## src/rtl/neuron_layer_seq_if.sv

```systemverilog
// Coefficient-write port and input/output valid-ready streams of neuron_layer_seq.
interface neuron_layer_seq_if #(
    parameter int N_IN  = 2,
    parameter int N_OUT = 9,
    parameter int W     = 20
);
    localparam int ADDR_W = $clog2(N_OUT * (N_IN + 1));
    localparam int IDX_W  = (N_OUT > 1) ? $clog2(N_OUT) : 1;

    logic              wr_en;
    logic [ADDR_W-1:0] wr_addr;
    logic [W-1:0]      wr_data;
    logic              in_valid;
    logic              in_ready;
    logic [N_IN*W-1:0] in_data;
    logic              out_valid;
    logic              out_ready;
    logic [W-1:0]      out_data;
    logic [IDX_W-1:0]  out_idx;
    logic              out_last;
    logic              out_sat;
    logic              busy;

    modport master (
        output wr_en, wr_addr, wr_data, in_valid, in_data, out_ready,
        input  in_ready, out_valid, out_data, out_idx, out_last, out_sat, busy
    );

    modport slave (
        input  wr_en, wr_addr, wr_data, in_valid, in_data, out_ready,
        output in_ready, out_valid, out_data, out_idx, out_last, out_sat, busy
    );
endinterface

```

## src/rtl/neuron_layer_seq.sv

```systemverilog
// Time-multiplexed fully-connected layer: one shared multiplier walks every
// (neuron, input) pair, then streams each neuron result over valid/ready.
module neuron_layer_seq #(
    parameter int N_IN  = 2,
    parameter int N_OUT = 9,
    parameter int W     = 20,
    parameter int FRAC  = 15,
    parameter int ACC_W = 48,
    parameter int SAT   = 1
) (
    input logic               clk,
    input logic               rst,
    neuron_layer_seq_if.slave bus
);
    localparam int N_COEF = N_OUT * (N_IN + 1);
    localparam int ADDR_W = $clog2(N_COEF);
    localparam int IDX_W  = (N_OUT > 1) ? $clog2(N_OUT) : 1;
    localparam int I_W    = (N_IN > 1) ? $clog2(N_IN) : 1;
    localparam logic signed [ACC_W-1:0] C_MAX = (ACC_W'(1) <<< (W - 1)) - ACC_W'(1);
    localparam logic signed [ACC_W-1:0] C_MIN = ~C_MAX;

    typedef enum logic [1:0] {S_IDLE, S_MAC, S_OUT} state_t;

    state_t                  r_state;
    state_t                  w_state_nxt;
    logic signed [W-1:0]     r_coef [N_COEF];
    logic signed [W-1:0]     r_x    [N_IN];
    logic signed [ACC_W-1:0] r_acc;
    logic [IDX_W-1:0]        r_o;
    logic [I_W-1:0]          r_i;

    logic                    w_i_last;
    logic                    w_o_last;
    logic                    w_wr_ok;
    logic                    w_in_ready;
    logic                    w_out_valid;
    logic [ADDR_W-1:0]       w_w_sel;
    logic [ADDR_W-1:0]       w_b_sel;
    logic signed [W-1:0]     w_xi;
    logic signed [2*W-1:0]   w_prod;
    logic signed [2*W-1:0]   w_term;
    logic signed [W-1:0]     w_out_data;
    logic                    w_out_sat;

    assign w_i_last = (r_i == I_W'(N_IN - 1));
    assign w_o_last = (r_o == IDX_W'(N_OUT - 1));

    // Writes land only while idle so a vector never sees a mixed coefficient set.
    assign w_wr_ok = bus.wr_en && (r_state == S_IDLE) && (int'(bus.wr_addr) < N_COEF);

    // Select the weight for (o, i), the next neuron's bias and the current x[i].
    always_comb begin
        // NOTE: every signal written here gets a default first, so no latch can be inferred.
        w_w_sel = ADDR_W'(int'(r_o) * (N_IN + 1) + int'(r_i));
        w_b_sel = w_o_last ? ADDR_W'(N_IN) : ADDR_W'((int'(r_o) + 1) * (N_IN + 1) + N_IN);
        w_xi    = '0;
        for (int k = 0; k < N_IN; k++) begin
            if (int'(r_i) == k) w_xi = r_x[k];
        end
    end

    // Full-width signed product; the arithmetic shift floors toward -inf.
    assign w_prod = r_coef[w_w_sel] * w_xi;
    assign w_term = w_prod >>> FRAC;

    // State register.
    always_ff @(posedge clk) begin
        // NOTE: sequential state uses <= so every flop samples pre-edge values.
        if (rst) r_state <= S_IDLE;
        else     r_state <= w_state_nxt;
    end

    // Next-state and handshake decode.
    always_comb begin
        w_state_nxt = r_state;
        w_in_ready  = 1'b0;
        w_out_valid = 1'b0;
        case (r_state)
            S_IDLE: begin
                w_in_ready = 1'b1;
                if (bus.in_valid) w_state_nxt = S_MAC;
            end
            S_MAC: begin
                if (w_i_last) w_state_nxt = S_OUT;
            end
            S_OUT: begin
                w_out_valid = 1'b1;
                if (bus.out_ready) w_state_nxt = w_o_last ? S_IDLE : S_MAC;
            end
            default: w_state_nxt = S_IDLE;
        endcase
    end

    // Coefficient register file.
    always_ff @(posedge clk) begin
        // NOTE: the file is cleared on reset because zeroed coefficients are visible behaviour; this keeps it in flops, not RAM.
        if (rst) begin
            for (int k = 0; k < N_COEF; k++) r_coef[k] <= '0;
        end else if (w_wr_ok) begin
            r_coef[bus.wr_addr] <= bus.wr_data;
        end
    end

    // Operand capture, index counters and accumulator.
    always_ff @(posedge clk) begin
        if (rst) begin
            r_acc <= '0;
            r_o   <= '0;
            r_i   <= '0;
            for (int k = 0; k < N_IN; k++) r_x[k] <= '0;
        end else begin
            case (r_state)
                S_IDLE: begin
                    if (bus.in_valid) begin
                        for (int k = 0; k < N_IN; k++) r_x[k] <= bus.in_data[k*W +: W];
                        r_o   <= '0;
                        r_i   <= '0;
                        r_acc <= ACC_W'(r_coef[N_IN]);
                    end
                end
                S_MAC: begin
                    r_acc <= r_acc + ACC_W'(w_term);
                    r_i   <= w_i_last ? '0 : r_i + I_W'(1);
                end
                S_OUT: begin
                    if (bus.out_ready && !w_o_last) begin
                        r_o   <= r_o + IDX_W'(1);
                        r_i   <= '0;
                        r_acc <= ACC_W'(r_coef[w_b_sel]);
                    end
                end
                default: ;
            endcase
        end
    end

    // Result formatting: clip to W bits when SAT is set, otherwise wrap.
    always_comb begin
        w_out_data = r_acc[W-1:0];
        w_out_sat  = 1'b0;
        if (SAT != 0) begin
            if (r_acc > C_MAX) begin
                w_out_data = C_MAX[W-1:0];
                w_out_sat  = 1'b1;
            end else if (r_acc < C_MIN) begin
                w_out_data = C_MIN[W-1:0];
                w_out_sat  = 1'b1;
            end
        end
    end

    assign bus.in_ready  = w_in_ready;
    assign bus.out_valid = w_out_valid;
    assign bus.out_data  = w_out_data;
    assign bus.out_idx   = r_o;
    assign bus.out_last  = w_out_valid && w_o_last;
    assign bus.out_sat   = w_out_sat;
    assign bus.busy      = (r_state != S_IDLE);
endmodule

```

## src/flat_wrapper.sv

```systemverilog
// flat-port wrapper written by rule: the top's interface ports become plain ports
module neuron_layer_seq_flat 
#(
    parameter int N_IN  = 2,
    parameter int N_OUT = 9,
    parameter int W     = 20,
    parameter int FRAC  = 15,
    parameter int ACC_W = 48,
    parameter int SAT   = 1
)
  (clk, rst, bus_wr_en, bus_wr_addr, bus_wr_data, bus_in_valid, bus_in_data, bus_out_ready, bus_in_ready, bus_out_valid, bus_out_data, bus_out_idx, bus_out_last, bus_out_sat, bus_busy);
  neuron_layer_seq_if #(.N_IN(N_IN), .N_OUT(N_OUT), .W(W)) bus_i ();
  input logic clk;
  input logic rst;
  input wire logic [$bits(bus_i.wr_en)-1:0] bus_wr_en;
  input wire logic [$bits(bus_i.wr_addr)-1:0] bus_wr_addr;
  input wire logic [$bits(bus_i.wr_data)-1:0] bus_wr_data;
  input wire logic [$bits(bus_i.in_valid)-1:0] bus_in_valid;
  input wire logic [$bits(bus_i.in_data)-1:0] bus_in_data;
  input wire logic [$bits(bus_i.out_ready)-1:0] bus_out_ready;
  output wire logic [$bits(bus_i.in_ready)-1:0] bus_in_ready;
  output wire logic [$bits(bus_i.out_valid)-1:0] bus_out_valid;
  output wire logic [$bits(bus_i.out_data)-1:0] bus_out_data;
  output wire logic [$bits(bus_i.out_idx)-1:0] bus_out_idx;
  output wire logic [$bits(bus_i.out_last)-1:0] bus_out_last;
  output wire logic [$bits(bus_i.out_sat)-1:0] bus_out_sat;
  output wire logic [$bits(bus_i.busy)-1:0] bus_busy;
  assign bus_i.wr_en = bus_wr_en;
  assign bus_i.wr_addr = bus_wr_addr;
  assign bus_i.wr_data = bus_wr_data;
  assign bus_i.in_valid = bus_in_valid;
  assign bus_i.in_data = bus_in_data;
  assign bus_i.out_ready = bus_out_ready;
  assign bus_in_ready = bus_i.in_ready;
  assign bus_out_valid = bus_i.out_valid;
  assign bus_out_data = bus_i.out_data;
  assign bus_out_idx = bus_i.out_idx;
  assign bus_out_last = bus_i.out_last;
  assign bus_out_sat = bus_i.out_sat;
  assign bus_busy = bus_i.busy;
  neuron_layer_seq #(.N_IN(N_IN), .N_OUT(N_OUT), .W(W), .FRAC(FRAC), .ACC_W(ACC_W), .SAT(SAT)) u_core (.clk(clk), .rst(rst), .bus(bus_i));
endmodule
```

## config.mk

```make
export PLATFORM = sky130hd
export DESIGN_NAME = neuron_layer_seq_flat
export DESIGN_NICKNAME = d
export VERILOG_FILES = /design/src/rtl/neuron_layer_seq_if.sv /design/src/rtl/neuron_layer_seq.sv /design/src/flat_wrapper.sv
export SDC_FILE = /design/constraint.sdc
export NUM_CORES = 2
export LEC_CHECK = 0
export BUFFER_PORTS_ARGS = -buffer_cell sky130_fd_sc_hd__buf_4
export CORE_MARGIN = 2
export CORE_UTILIZATION = 57
export DETAILED_ROUTE_END_ITERATION = 10
export GPL_ROUTABILITY_DRIVEN = 0
export HOLD_SLACK_MARGIN = 0.1
export PLACE_DENSITY = 0.7
export REMOVE_ABC_BUFFERS = 1
export SLEW_MARGIN = 10
export SYNTH_ARGS = -nofsm -noshare
export SYNTH_HDL_FRONTEND = slang
export SYNTH_SLANG_ARGS = --single-unit
export TNS_END_PERCENT = 1
```

## constraint.sdc

```tcl
create_clock -name clk -period 41.5 [get_ports clk]
set_input_delay 8.3 -clock clk [delete_from_list [all_inputs] [get_ports clk]]
set_output_delay 8.3 -clock clk [all_outputs]
set_load 0.05 [all_outputs]
```

; Word-level counts from Yosys, hierarchy flattened
; Memory sizes are Yosys's and may differ from the RTL's.
; Cells that the tools add are included.
[word_totals]
ff_bits = 55
ram_bits = 580
input_bits = 70
out_inout_bits = 29
wordCells = 77
mem_count = 2
[classes]
addsub = 6
n_mul = 3
order_cmp = 3
eq_ne = 7
mux = 37
bitwise_logic = 2
reduce_logical = 13
[memory_table]
columns = memory, words, width, rd, rd_ports_with_merged_regs, wr, line_no
row1 = u_core.r_coef, 27, 20, 3, 0, 27, neuron_layer_seq.sv:26  ; logic signed [W-1:0] r_coef [N_COEF];
row2 = u_core.r_x, 2, 20, 2, 0, 2, neuron_layer_seq.sv:27  ; logic signed [W-1:0] r_x [N_IN];
[ops]
columns = operator, n
row1 = $pmux W48 S3, 1
row2 = $mux W20, 6
row3 = $mux W48, 2
row4 = $add A48 B25 Y48, 1
row5 = $gt A48 B20 Y1 const B, 1
row6 = $lt A48 B20 Y1 const B, 1
row7 = $mul A20 B20 Y40, 1
row8 = $mul A32 B3 Y5 const B, 1
row9 = $reduce_or A20 Y1, 1
row10 = $mux W1, 18
row11 = $mux W5, 2
row12 = $reduce_and A3 Y1, 3
row13 = $mux W4, 2
row14 = $pmux W4 S2, 1
row15 = $mux W2, 3
row16 = $pmux W2 S3, 1
row17 = $add A4 B1 Y5 const B, 1
row18 = $add A5 B2 Y5, 1
row19 = $add A5 B3 Y5 const B, 1
row20 = $lt A5 B5 Y1 const B, 1
row21 = $mul A4 B2 Y5 const B, 1
row22 = $add A4 B1 Y4 const B, 1
row23 = $eq A4 B4 Y1 const B, 1
row24 = $logic_and A1 B1 Y1, 4
row25 = other kinds (11), 15

; Logic depth before layout (Yosys ltp)
[depth]
word_depth = 8
ltp_mapped = 58
mapped_depth_nobuf = 50

; Least setup slack after synthesis
; Ideal clock, no wire load.
[synth_timing]
kind = reg2reg
start = register u_core.r_o[0], in the netlist u_core.bus.out_idx[0]
end = register u_core.r_acc[39]
setup_ns = 0.128
arrival_time_ns = 13.938
t_required_ns = 41.372
slack_ns = 27.434
stages_incl_launch_ff = 49
n_path_buf = 7
synth_period_minus_slack_ns = 14.066
cell_sequence = dfxtp_1 clkbuf_1 inv_1 fa_1 clkbuf_1 buf_2 buf_2 buf_2 buf_2 mux4_2 mux4_2 mux2i_1 clkbuf_1 nor2_1 fa_1 inv_1 fa_1 fa_1 (+13 left out) nor2_1 a2111oi_0 and4_1 o31ai_1 xnor2_1 ha_1 a21o_1 a21o_1 a21oi_1 o21ai_0 nor4_1 a221oi_1 a31oi_1 nand3b_1 nand2_1 xor2_1 a221oi_1 nor2_1
[synth_between]
elab_chain_cells = 7
word_cells_on_any_way = 16
classes_between = add/sub (4) / mul (3) / eq/ne (2) / mux (3) / reduce/logical (3) / memory (1)
[synth_lines]
columns = element, line_no
row1 = from (decl), neuron_layer_seq.sv:29  ; logic [IDX_W-1:0] r_o;
row2 = from (signal assigned), neuron_layer_seq.sv:127  ; r_o <= r_o + IDX_W'(1);
row3 = "parallel branches: the longest is 7 deep, another holds $add A48 B25 Y48", -
row4 = to (signal assigned), neuron_layer_seq.sv:118  ; r_acc <= ACC_W'(r_coef[N_IN]);
row5 = to (signal assigned), neuron_layer_seq.sv:122  ; r_acc <= r_acc + ACC_W'(w_term);
row6 = to (signal assigned), neuron_layer_seq.sv:129  ; r_acc <= ACC_W'(r_coef[w_b_sel]);
row7 = to (decl), neuron_layer_seq.sv:28  ; logic signed [ACC_W-1:0] r_acc;
; Parallel ways; which one is timed is not known. The select of a mux whose other input is x is not followed.
; A chain may end at the register's enable or synchronous reset.

; Worst setup path after layout
[layout_timing]
start = register u_core.r_o[0], in the netlist u_core.bus.out_idx[0]
end = register u_core.r_acc[45]
; The elaborated chain is that of the path after synthesis.

==> out/qor.txt <==
clock tree sinks: 735
TritonCTS Buffers: 84
die width: 314 µm
Startpoint Class: flip-flop
Setup CP Type: reg -> reg
fill cell count: 7588
die height: 314 µm
Avg Inst Size Synth: 10.8 µm²
family with the most delay on the worst path: adder cells
synthesized instance count: 5094
most frequent CP cell: fa_1
nets: 5777
Netlist Area Pre-Place: 0.0548 mm²
number of synthesized flops with an enable pin: 680
largest net degree at the start of global routing: 126
detailed-route via count: 41700
core area: 0.0952 mm²
Worst slew margin: 0.0605
number of vias per cell: 6.46
worst hold path type: reg -> reg
H-tree Lvls: 3
Die ar.: 0.0986 mm²
share of cells above drive strength 1: 0.112
R2R setup slack: 25.94 ns
CP Buf/Inv Count: 8
post-synthesis adder-cell area fraction: 0.193
total negative slack: 0 ns
Starting Density: 0.576
clock root cell: clkbuf_16
Final HPWL DP: 117 mm
final routed DRC violation total: 0
Compound-Gate Fraction of Synth Area: 0.0901
CTS tree: done
Routed wire per std cell: 27.8 µm
ys flop type: edfxtp_1
initial antenna violation count: 13
Routed WL: 179 mm
clock latency on the worst-skew pair: 0.69 ns
achievable clock frequency: 64.3 MHz
Crit path largest cell delay: 1.23 ns
row count: 113
Least-Margin Pin Slew: 1.40 ns
combinational family with the most area after synthesis: adder cells
Slowest-stage cell, CP: fa_4
endpoints failing setup: 0
PostCTS Resize Cnt: 0
Worst-path clk slew: 0.06 ns
Data required, critical path: 42.09 ns
Top Ports: 99
Final Hold Fails: 0
Final Cycle Share: 0.375
GRT Residual Overflow: 0
post-synthesis sequential area ratio: 0.393
status: complete, no violations
TritonRoute pass-1 iters: 6
Crit. End Element: flip-flop
Post CTS Setup Buffer Count: 0
Critical Path AT: 16.15 ns
Worst R2R Start: u_core.bus.out_idx[0]$_SDFFE_PP0P_
Synth Area in Simple Gates: 0.166
vias in the first global route: 41600
Hold Path Stages: 2
max cap viols: 0
RSZ-0062 raised after global routing: false
clock buffer depth: 3
area growth from synthesis to layout: 9.21%
Antenna Violating Nets Remaining: 0
Synth warnings: 0
GRT Total Usage: 0.365
xor-xnor portion of the synthesized cell area: 0.0147
R2R Path End: u_core.r_acc[45]$_SDFFE_PP0P_
flops & latches, synth: 735
Worst Skew: 0.0331 ns
first-pass GRT wire length: 264 mm
DRT iter0 DRCs: 5512
mux cell area share after synthesis: 0.0844
Netlist cell types: 68
ys async rst share: 0
fin area: 0.0598 mm²
critical-path maximum fanout: 45
reg2reg path depth: 49
Hold Path Origin: u_core.r_state[0]$_SDFFE_PP0P_
PortBufs: 98
Post-CTS Hold Buffers: 0
Min-Delay Endpoint: u_core.r_state[0]$_SDFFE_PP0P_
Final Critical Period: 15.56 ns
Slew Limit Fails: 0
Placed Area: 0.0571 mm²
==> synthesized netlist by cell type, drive strengths merged (17+ instances only) <==
cell type | n | area share
edfxtp | 680 | 0.37
nand2 | 638 | 0.044
and2 | 596 | 0.068
inv | 495 | 0.034
fa | 421 | 0.15
nor2 | 391 | 0.027
clkbuf | 289 | 0.020
mux4 | 183 | 0.075
ha | 173 | 0.040
a31oi | 147 | 0.017
o221ai | 135 | 0.022
a21oi | 134 | 0.012
buf | 66 | 0.0052
nor3 | 61 | 0.0056
a21o | 59 | 0.0081
nand3 | 57 | 0.0052
xnor2 | 56 | 0.0090
dfxtp | 55 | 0.020
o21ai | 49 | 0.0045
xor2 | 36 | 0.0058
mux2i | 31 | 0.0057
o22ai | 31 | 0.0035
or2 | 30 | 0.0034
a311oi | 25 | 0.0041
a211oi | 22 | 0.0030
nand2b | 21 | 0.0024
o31ai | 20 | 0.0027
or3 | 18 | 0.0021
mux2 | 17 | 0.0035
o311ai | 17 | 0.0027
==> metrics by stage <==
step                cells  hold slack, ns   util  worst slack [ns]
global route         6448           0.540  0.629             25.00
finish               6453           0.494  0.629             25.94
detailed placement   6292           0.490  0.600             26.10
global placement     6292           0.482  0.600             26.27
CTS                  6448           0.498  0.629             26.06
floorplan            4838           0.443      -             23.42
==> worst reg2reg max path: cells and delay by family, from the launching register on <==
family	cells	cell delay [ns]
and+or+nand+nor	12	2.01
xor gates and xnor gates	2	0.26
adders and majority gates	10	5.54
AOI/OAI and AO/OA	16	3.84
buffers and inverters	8	2.47
DFF	1	0.73
muxes	1	0.62
==> kinds of logic (layout without fill, tap and decap cells) <==
logic type,Yosys count,after routing
AND/OR/NAND/NOR,1880,1880
buffers and inverters,853,843
flip-flops,735,735
AO/OA/AOI/OAI,708,708
adder cells (fa/ha/maj),594,594
multiplexers,231,231
XOR/XNOR,92,92
other,1,105
==> worst max path at each step <==
| stage | startpoint | to | slack [ns] | depth (start not counted) |
|---|---|---|---|---|
| floorplan | u_core.r_i$_SDFFE_PP0P_ | u_core.r_acc[45]$_SDFFE_PP0P_ | 23.42 | 42 |
| global placement | u_core.bus.out_idx[0]$_SDFFE_PP0P_ | u_core.r_acc[45]$_SDFFE_PP0P_ | 26.27 | 47 |
| detailed placement | u_core.bus.out_idx[0]$_SDFFE_PP0P_ | u_core.r_acc[45]$_SDFFE_PP0P_ | 26.10 | 47 |
| CTS | u_core.bus.out_idx[0]$_SDFFE_PP0P_ | u_core.r_acc[45]$_SDFFE_PP0P_ | 26.06 | 47 |
| global route | u_core.bus.out_idx[0]$_SDFFE_PP0P_ | u_core.r_acc[45]$_SDFFE_PP0P_ | 25.00 | 49 |
| finish | u_core.bus.out_idx[0]$_SDFFE_PP0P_ | u_core.r_acc[45]$_SDFFE_PP0P_ | 25.94 | 49 |
==> sequential cells by signal, indices dropped and copies added (netlist names) <==
register,flops
u_core.r_acc,48
u_core.bus.out_idx,4
u_core.r_x,40
u_core.r_state,2
u_core.r_coef,640
u_core.r_i,1
==> placed cells by master, fill, tap and decap left out, types with 17 or more instances in the layout <==
cell / synthesis / final
conb_1: 1 / 100
a311oi_1: 24 / 24
and2_1: 596 / 594
mux4_2: 183 / 183
a21o_1: 59 / 58
o31ai_1: 20 / 20
o22ai_1: 31 / 31
or3_1: 18 / 17
clkbuf_16: 0 / 85
o311ai_0: 17 / 17
mux2_2: 17 / 17
nand3_1: 57 / 57
xor2_1: 36 / 34
a21oi_1: 134 / 132
or2_2: 30 / 30
clkbuf_1: 289 / 19
ha_1: 173 / 172
edfxtp_1: 680 / 680
nand2b_1: 21 / 21
dfxtp_1: 55 / 54
nand2_1: 638 / 634
inv_1: 495 / 495
fa_1: 421 / 420
nor3_1: 61 / 60
o221ai_1: 135 / 135
o21ai_0: 48 / 48
xnor2_1: 56 / 52
clkinv_1: 3 / 19
mux2i_1: 31 / 23
a31oi_1: 147 / 147
a211oi_1: 22 / 22
buf_4: 1 / 184
nor2_1: 391 / 390
==> routing by layer <==
layer	up-vias	GRT usage	wire length, µm
met5	-	0	47
met4	8	0.232	13000
met3	718	0.0905	21600
met2	2818	0.573	82200
met1	20500	0.456	62400
li1	17600	-	-
==> final cells by class <==
cell class	instances	area [µm²]	share of cell area
multi-input combinational	3605	30600	0.511
sequential	735	21500	0.360
clock buffer	104	2200	0.0367
inverter	498	1870	0.0312
tap	1265	1580	0.0264
timing repair buffer	189	1480	0.0248
clock inverter	52	576	0.00962
antenna	5	12.5	0.000209
Power is left out: the tool's default activity adds up to more than one toggle a clock period on the data nets, which glitch-free logic cannot reach.
